## config.mk

```make
export PLATFORM = sky130hd
export DESIGN_NAME = axil_to_wishbone_bridge
export DESIGN_NICKNAME = d
export VERILOG_FILES = /design/src/rtl/axil_to_wishbone_bridge.sv
export SDC_FILE = /design/constraint.sdc
export NUM_CORES = 1
export LEC_CHECK = 0
export ABC_AREA = 1
export ABC_CLOCK_PERIOD_IN_PS = 1800
export BUFFER_PORTS_ARGS = -buffer_cell sky130_fd_sc_hd__buf_2
export CAP_MARGIN = 5
export CORE_ASPECT_RATIO = 1.75
export CORE_MARGIN = 2
export CORE_UTILIZATION = 34
export CTS_CLUSTER_DIAMETER = 60
export DETAILED_ROUTE_END_ITERATION = 8
export PLACE_DENSITY_LB_ADDON = 0.08
export SLEW_MARGIN = 20
export SYNTH_ARGS = -nofsm -noshare
export SYNTH_HDL_FRONTEND = slang
export SYNTH_SLANG_ARGS = --single-unit
```

## constraint.sdc

```tcl
create_clock -name clk -period 1.8 [get_ports clk]
set_clock_uncertainty 0.05 [all_clocks]
set_input_delay 0.18 -clock clk [delete_from_list [all_inputs] [get_ports clk]]
set_output_delay 0.18 -clock clk [all_outputs]
set_load 0.005 [all_outputs]
```

## src/rtl/axil_to_wishbone_bridge.sv

```systemverilog
// rtl/axil_to_wishbone_bridge.sv - AXI4-Lite responder driving one Wishbone classic master cycle per beat
// Partial-strobe writes become read-modify-write since the target bus has no byte select.
module axil_to_wishbone_bridge #(
  parameter int ADDR_WIDTH     = 32,
  parameter int DATA_WIDTH     = 32,
  parameter bit ALIGN_ADDR     = 1'b1,
  parameter int TIMEOUT_CYCLES = 0
) (
  input  logic                    clk,
  input  logic                    rst_n,
  input  logic                    AWvalid,
  output logic                    AWready,
  input  logic [ADDR_WIDTH-1:0]   AWdata,
  input  logic [2:0]              AWprot,
  input  logic                    Wvalid,
  output logic                    Wready,
  input  logic [DATA_WIDTH-1:0]   Wdata,
  input  logic [DATA_WIDTH/8-1:0] Wstrb,
  output logic                    Bvalid,
  input  logic                    Bready,
  input  logic                    ARvalid,
  output logic                    ARready,
  input  logic [ADDR_WIDTH-1:0]   ARdata,
  input  logic [2:0]              ARprot,
  output logic                    Rvalid,
  input  logic                    RReady,
  output logic [DATA_WIDTH-1:0]   Rdata,
  output logic                    core_cyc_o,
  output logic                    core_stb_o,
  output logic                    core_we_o,
  output logic [ADDR_WIDTH-1:0]   core_addr_o,
  output logic [DATA_WIDTH-1:0]   core_data_o,
  input  logic [DATA_WIDTH-1:0]   core_data_i,
  input  logic                    core_ack_i,
  output logic                    err_o
);

  localparam int STRB_W = DATA_WIDTH / 8;
  localparam bit TMO_EN = (TIMEOUT_CYCLES > 0);
  localparam logic [31:0] TMO_LAST = TMO_EN ? 32'(TIMEOUT_CYCLES - 1) : 32'd0;
  localparam logic [ADDR_WIDTH-1:0] ADDR_MASK = ALIGN_ADDR ? ~ADDR_WIDTH'(3) : '1;

  typedef enum logic [2:0] {
    S_IDLE,
    S_RD,
    S_R_RESP,
    S_RMW_RD,
    S_WR,
    S_B_RESP
  } state_t;

  state_t                state_q, state_d;
  logic                  aw_v_q, aw_v_d;
  logic [ADDR_WIDTH-1:0] aw_addr_q, aw_addr_d;
  logic                  w_v_q, w_v_d;
  logic [DATA_WIDTH-1:0] w_data_q, w_data_d;
  logic [STRB_W-1:0]     w_strb_q, w_strb_d;
  logic                  ar_v_q, ar_v_d;
  logic [ADDR_WIDTH-1:0] ar_addr_q, ar_addr_d;
  logic                  last_wr_q, last_wr_d;
  logic                  cyc_q, cyc_d;
  logic                  we_q, we_d;
  logic [ADDR_WIDTH-1:0] addr_q, addr_d;
  logic [DATA_WIDTH-1:0] wdat_q, wdat_d;
  logic [DATA_WIDTH-1:0] rdata_q, rdata_d;
  logic                  err_q, err_d;
  logic [31:0]           tmo_q, tmo_d;

  logic                  bus_ack;
  logic                  tmo_hit;
  logic                  wr_elig;
  logic                  rd_elig;
  logic                  grant_rd;
  logic [DATA_WIDTH-1:0] merged;
  logic                  unused_prot;

  assign unused_prot = ^{AWprot, ARprot};

  assign AWready     = rst_n & ~aw_v_q;
  assign Wready      = rst_n & ~w_v_q;
  assign ARready     = rst_n & ~ar_v_q;
  assign Bvalid      = (state_q == S_B_RESP);
  assign Rvalid      = (state_q == S_R_RESP);
  assign Rdata       = rdata_q;
  assign core_cyc_o  = cyc_q;
  assign core_stb_o  = cyc_q;
  assign core_we_o   = we_q;
  assign core_addr_o = addr_q & ADDR_MASK;
  assign core_data_o = wdat_q;
  assign err_o       = err_q;

  // An ack only counts while our own cycle is open; stray acks are dropped.
  assign bus_ack  = cyc_q & core_ack_i;
  assign tmo_hit  = TMO_EN && cyc_q && !core_ack_i && (tmo_q == TMO_LAST);
  assign wr_elig  = aw_v_q & w_v_q;
  assign rd_elig  = ar_v_q;
  assign grant_rd = rd_elig && (!wr_elig || last_wr_q);

  always_comb begin
    merged = core_data_i;
    for (int i = 0; i < STRB_W; i++) begin
      if (w_strb_q[i]) merged[8*i +: 8] = w_data_q[8*i +: 8];
    end
  end

  always_comb begin
    state_d   = state_q;
    aw_v_d    = aw_v_q;
    aw_addr_d = aw_addr_q;
    w_v_d     = w_v_q;
    w_data_d  = w_data_q;
    w_strb_d  = w_strb_q;
    ar_v_d    = ar_v_q;
    ar_addr_d = ar_addr_q;
    last_wr_d = last_wr_q;
    cyc_d     = cyc_q;
    we_d      = we_q;
    addr_d    = addr_q;
    wdat_d    = wdat_q;
    rdata_d   = rdata_q;
    err_d     = 1'b0;
    tmo_d     = cyc_q ? tmo_q + 32'd1 : 32'd0;

    if (AWvalid && AWready) begin
      aw_v_d    = 1'b1;
      aw_addr_d = AWdata;
    end
    if (Wvalid && Wready) begin
      w_v_d    = 1'b1;
      w_data_d = Wdata;
      w_strb_d = Wstrb;
    end
    if (ARvalid && ARready) begin
      ar_v_d    = 1'b1;
      ar_addr_d = ARdata;
    end

    case (state_q)
      S_IDLE: begin
        // The round-robin bit only moves when both directions were competing.
        if (grant_rd) begin
          if (wr_elig) last_wr_d = 1'b0;
          state_d = S_RD;
          cyc_d   = 1'b1;
          we_d    = 1'b0;
          addr_d  = ar_addr_q;
        end else if (wr_elig) begin
          if (rd_elig) last_wr_d = 1'b1;
          addr_d = aw_addr_q;
          wdat_d = w_data_q;
          if (w_strb_q == '1) begin
            state_d = S_WR;
            cyc_d   = 1'b1;
            we_d    = 1'b1;
          end else if (w_strb_q == '0) begin
            state_d = S_B_RESP;
          end else begin
            state_d = S_RMW_RD;
            cyc_d   = 1'b1;
            we_d    = 1'b0;
          end
        end
      end
      S_RD: begin
        if (bus_ack) begin
          cyc_d   = 1'b0;
          rdata_d = core_data_i;
          state_d = S_R_RESP;
        end else if (tmo_hit) begin
          cyc_d   = 1'b0;
          err_d   = 1'b1;
          rdata_d = '1;
          state_d = S_R_RESP;
        end
      end
      S_R_RESP: begin
        if (RReady) begin
          ar_v_d  = 1'b0;
          state_d = S_IDLE;
        end
      end
      S_RMW_RD: begin
        if (bus_ack) begin
          cyc_d   = 1'b0;
          wdat_d  = merged;
          we_d    = 1'b1;
          state_d = S_WR;
        end else if (tmo_hit) begin
          cyc_d   = 1'b0;
          err_d   = 1'b1;
          state_d = S_B_RESP;
        end
      end
      S_WR: begin
        // Arriving from RMW_RD the bus is still idle for one cycle; open the write now.
        if (!cyc_q) begin
          cyc_d = 1'b1;
        end else if (bus_ack) begin
          cyc_d   = 1'b0;
          state_d = S_B_RESP;
        end else if (tmo_hit) begin
          cyc_d   = 1'b0;
          err_d   = 1'b1;
          state_d = S_B_RESP;
        end
      end
      S_B_RESP: begin
        if (Bready) begin
          aw_v_d  = 1'b0;
          w_v_d   = 1'b0;
          state_d = S_IDLE;
        end
      end
      default: begin
        state_d = S_IDLE;
        cyc_d   = 1'b0;
      end
    endcase
  end

  always_ff @(posedge clk or negedge rst_n) begin
    if (!rst_n) begin
      state_q   <= S_IDLE;
      aw_v_q    <= 1'b0;
      aw_addr_q <= '0;
      w_v_q     <= 1'b0;
      w_data_q  <= '0;
      w_strb_q  <= '0;
      ar_v_q    <= 1'b0;
      ar_addr_q <= '0;
      last_wr_q <= 1'b1;
      cyc_q     <= 1'b0;
      we_q      <= 1'b0;
      addr_q    <= '0;
      wdat_q    <= '0;
      rdata_q   <= '0;
      err_q     <= 1'b0;
      tmo_q     <= 32'd0;
    end else begin
      state_q   <= state_d;
      aw_v_q    <= aw_v_d;
      aw_addr_q <= aw_addr_d;
      w_v_q     <= w_v_d;
      w_data_q  <= w_data_d;
      w_strb_q  <= w_strb_d;
      ar_v_q    <= ar_v_d;
      ar_addr_q <= ar_addr_d;
      last_wr_q <= last_wr_d;
      cyc_q     <= cyc_d;
      we_q      <= we_d;
      addr_q    <= addr_d;
      wdat_q    <= wdat_d;
      rdata_q   <= rdata_d;
      err_q     <= err_d;
      tmo_q     <= tmo_d;
    end
  end

endmodule

```

==> out/results.tsv <==
stage	metric	value	unit
run_status	status	finished, final reports clean	
clock_network	Root Buffer Master	clkbuf_16	
yosys	Post-Synth Simple-Gate Area	0.1624	
yosys	Compound-Gate Fraction of Synth Area	0.06833	
cells_and_area	Non-Filler Instances	1522	
route	DR vias	6984	
die	DIE WIDTH	122.9	um
critical_path	Worst EP required	1.57	ns
yosys	post-synthesis register bit count	199	
cells_and_area	post-route cell area	11880	um^2
critical_path	Largest stage delay, worst path	0.40	ns
yosys	synth warn	0	
timing	Final Hold Viols	0	
die	Initial Utilization	0.3439	
critical_path	critical path endpoint category	primary output	
pwr	Worst VDD drop	0.7812	mV
place	IO Port Bufs	237	
timing	relative max-transition margin	0.5906	
pwr	Final Power	19300	uW
pwr	Pleak	0.006037	uW
cells_and_area	nets@finish	1343	
timing	Final Cycle Share	0.9328	
global_routing	Congestion Overflow GR	0	
global_routing	GRT Util Overall	0.1891	
route	Routed WL per cell	15.72	um
route	TritonRoute pass-1 iters	4	
timing	clock period minus worst slack	1.679	ns
yosys	Synth cell types	24	
clock_network	total CTS buffers	17	
clock_network	post-CTS setup buffer count	0	
cells_and_area	multi-input logic area	2997	um^2
cells_and_area	area grow syn2layout	41.40	%
cells_and_area	share of cells above drive strength 1	0.3190	
critical_path	crit-path max FO	4	
yosys	Synth area leaders	dfrtp_1, mux2_2, nand2_1	
die	Die Span Y	212.0	um
die	Std-Cell Rows	76	
timing	Final setup violation count	0	
yosys	ys async rst share	1.000	
yosys	largest family of logic cells by synthesized area	simple AND/OR/NAND/NOR gates	
yosys	register area share after synthesis	0.5927	
yosys	number of synthesized flops with an enable pin	0	
global_routing	vias in the first global route	7316	
timing	RSZ-0062 raised after global routing	true	
yosys	ys flop type	dfrtp_1	
job	max_cap viols	0	
yosys	most common cell in the netlist	nand2_1	
route	drt first-iter violations	268	
place	placed cell count	1358	
cells_and_area	Diodes inserted	0	
yosys	mux cell area share after synthesis	0.1233	
timing	max-slew violations	0	
clock_network	Clock Sinks	199	
yosys	area leader, netlist	dfrtp_1	
critical_path	critical path launch point type	flip-flop	
critical_path	CP most frequent cell	inv_1	
route	Avg Vias per Cell	4.589	
clock_network	quantity of gates resized following cts	0	
yosys	post-synthesis adder-cell area fraction	0	
yosys	top cell type's share of synthesized area	0.5895	
route	Final ANT Viol Nets	0	
die	die footprint	26040	um^2
clock_network	clock-pin slew on the worst setup and hold paths	0.07	ns
critical_path	crit path cell chain	buf_4 > inv_1 > nand3_1 > inv_1 > buf_2	
cells_and_area	final core utilization	0.4863	
die	# IOs	251	
route	total wire length	23930	um
yosys	post-synthesis cell count	838	
die	core area	24440	um^2
timing	Least-Margin Pin Slew	0.6141	ns
timing	fmax	595.6	MHz
cells_and_area	Reg area	4981	um^2
yosys	mapped cell area	8404	um^2
place	dpl cell area	10020	um^2
critical_path	crit path kind	reg -> out	
clock_network	TritonCTS clock tree	built	
hold_path	Hold Crit Class	in -> reg	
cells_and_area	fillers	2377	
global_routing	initial antenna violation count	0	
critical_path	Worst EP arrival	1.45	ns
yosys	post-synthesis xor/xnor area fraction	0	
critical_path	Crit-path slowest cell	dfrtp_1	
yosys	Syn Area/Cell	10.03	um^2
global_routing	pin count of the biggest net entering global routing	109	
yosys	Synth top cells by count	nand2_1, dfrtp_1, mux2_2	
pwr	PD cells	1624	nW/um^2
timing	Hold WS	0.01300	ns
clock_network	Max clock buf depth	2	
global_routing	first-pass GRT wire length	37240	um
route	number of remaining DRC errors	0	
clock_network	Clk Latency, worst-skew pair	0.45	ns
place	RD Place Congestion	0.7601	
clock_network	htree depth	4	
place	DP HPWL	15750	um
==> report_power, final <==
group          internal (uW)  leakage (uW)  switching, uW
clock                   1880      0.000251           1750
sequential              6690       0.00242           1080
combinational           3590       0.00337           4310
total                  12200       0.00604           7140
==> state kept, by name, summed over array words and instances (netlist names), 3 cells and up <==
register     cells
ar_addr_q       30
core_data_o     32
w_strb_q         4
w_data_q        32
addr_q          30
aw_addr_q       30
Rdata           32
state_q          3
==> final cells by class <==
cell class                 instances  area share
sequential                       199      0.4191
multi-input combinational        541      0.2522
timing repair buffer             384      0.2328
clock buffer                      22     0.03990
tap                              312     0.03285
inverter                          54     0.01706
clock inverter                    10    0.006107
==> logic make-up after synthesis <==
logic type	count (synthesis)
simple gates	340
compound gates	106
buf+inv	100
other cells	1
flops	199
mux	92
==> worst max-delay path, delay by kind of cell, from the launching register on <==
family | cells | cell delay, ns
buffers and inverters | 4 | 0.47
DFF | 1 | 0.40
and+or+nand+nor | 1 | 0.13
==> per-stage QoR <==
step,TNS [ns],setup slack (ns)
after floorplan,0,0.3575
after global placement,0,0.09453
after detailed placement,0,0.08938
after CTS,0,0.06701
after global routing,-0.5270,-0.06750
final,0,0.1210
==> timing repair <==
action,in CTS,in global routing
endpoints found under the hold margin,329,0
setup endpoints to repair,0,15
hold buffers,132,0
==> path summary, 6_finish.rpt <==
check                                       startpoint  cells past startpoint  slack [ns]                     endpoint
min in group asynchronous                        rst_n                      3        0.37             ar_v_q$_DFF_PN0_
setup reg to reg                state_q[1]$_DFFE_PN0P_                      9        0.13  core_data_o[10]$_DFFE_PN0P_
hold reg to reg            core_data_o[26]$_DFFE_PN0P_                      2        0.42  core_data_o[26]$_DFFE_PN0P_
setup / recovery                state_q[0]$_DFFE_PN0P_                      5        0.12                       Rvalid
max in group asynchronous                        rst_n                      3        0.81     ar_addr_q[7]$_DFFE_PN0P_
hold / removal                                  Bready                      4        0.01              w_v_q$_DFF_PN0_
==> routing by layer <==
layer  global-route usage  part of all wire  vias to the layer above  routed length [um]
li1                     -                 -                     3446                   -
met1               0.2016              0.39                     3337                9370
met2               0.3469              0.54                      174               12880
met3              0.04453             0.044                       27                1056
met4              0.08323             0.026                        0                 626
met5                    0                 0                        -                   0
==> layout by cell type, fill, tap and decap left out <==
cell type      instances
dlygate4sd3_1        132
clkinv_2               2
dfrtp_1              198
nand2_1              234
nand2_2                3
nor2_1                50
clkbuf_1               2
clkinv_4               1
nand3_2                1
inv_2                  3
buf_4                  4
clkbuf_8               4
nor2_4                 1
a22oi_1                1
conb_1                 3
a21oi_1                6
o21ai_0               66
nor2_2                 2
inv_6                  1
a31oi_1               30
a21oi_4                1
buf_2                236
nand3_1               47
inv_1                 51
mux2_2                92
clkinvlp_4             6
nand3b_1               1
o21ai_1                2
dfstp_2                1
buf_12                11
clkbuf_16             17
nand4_1                1
(Power assumes the default switching activity.)
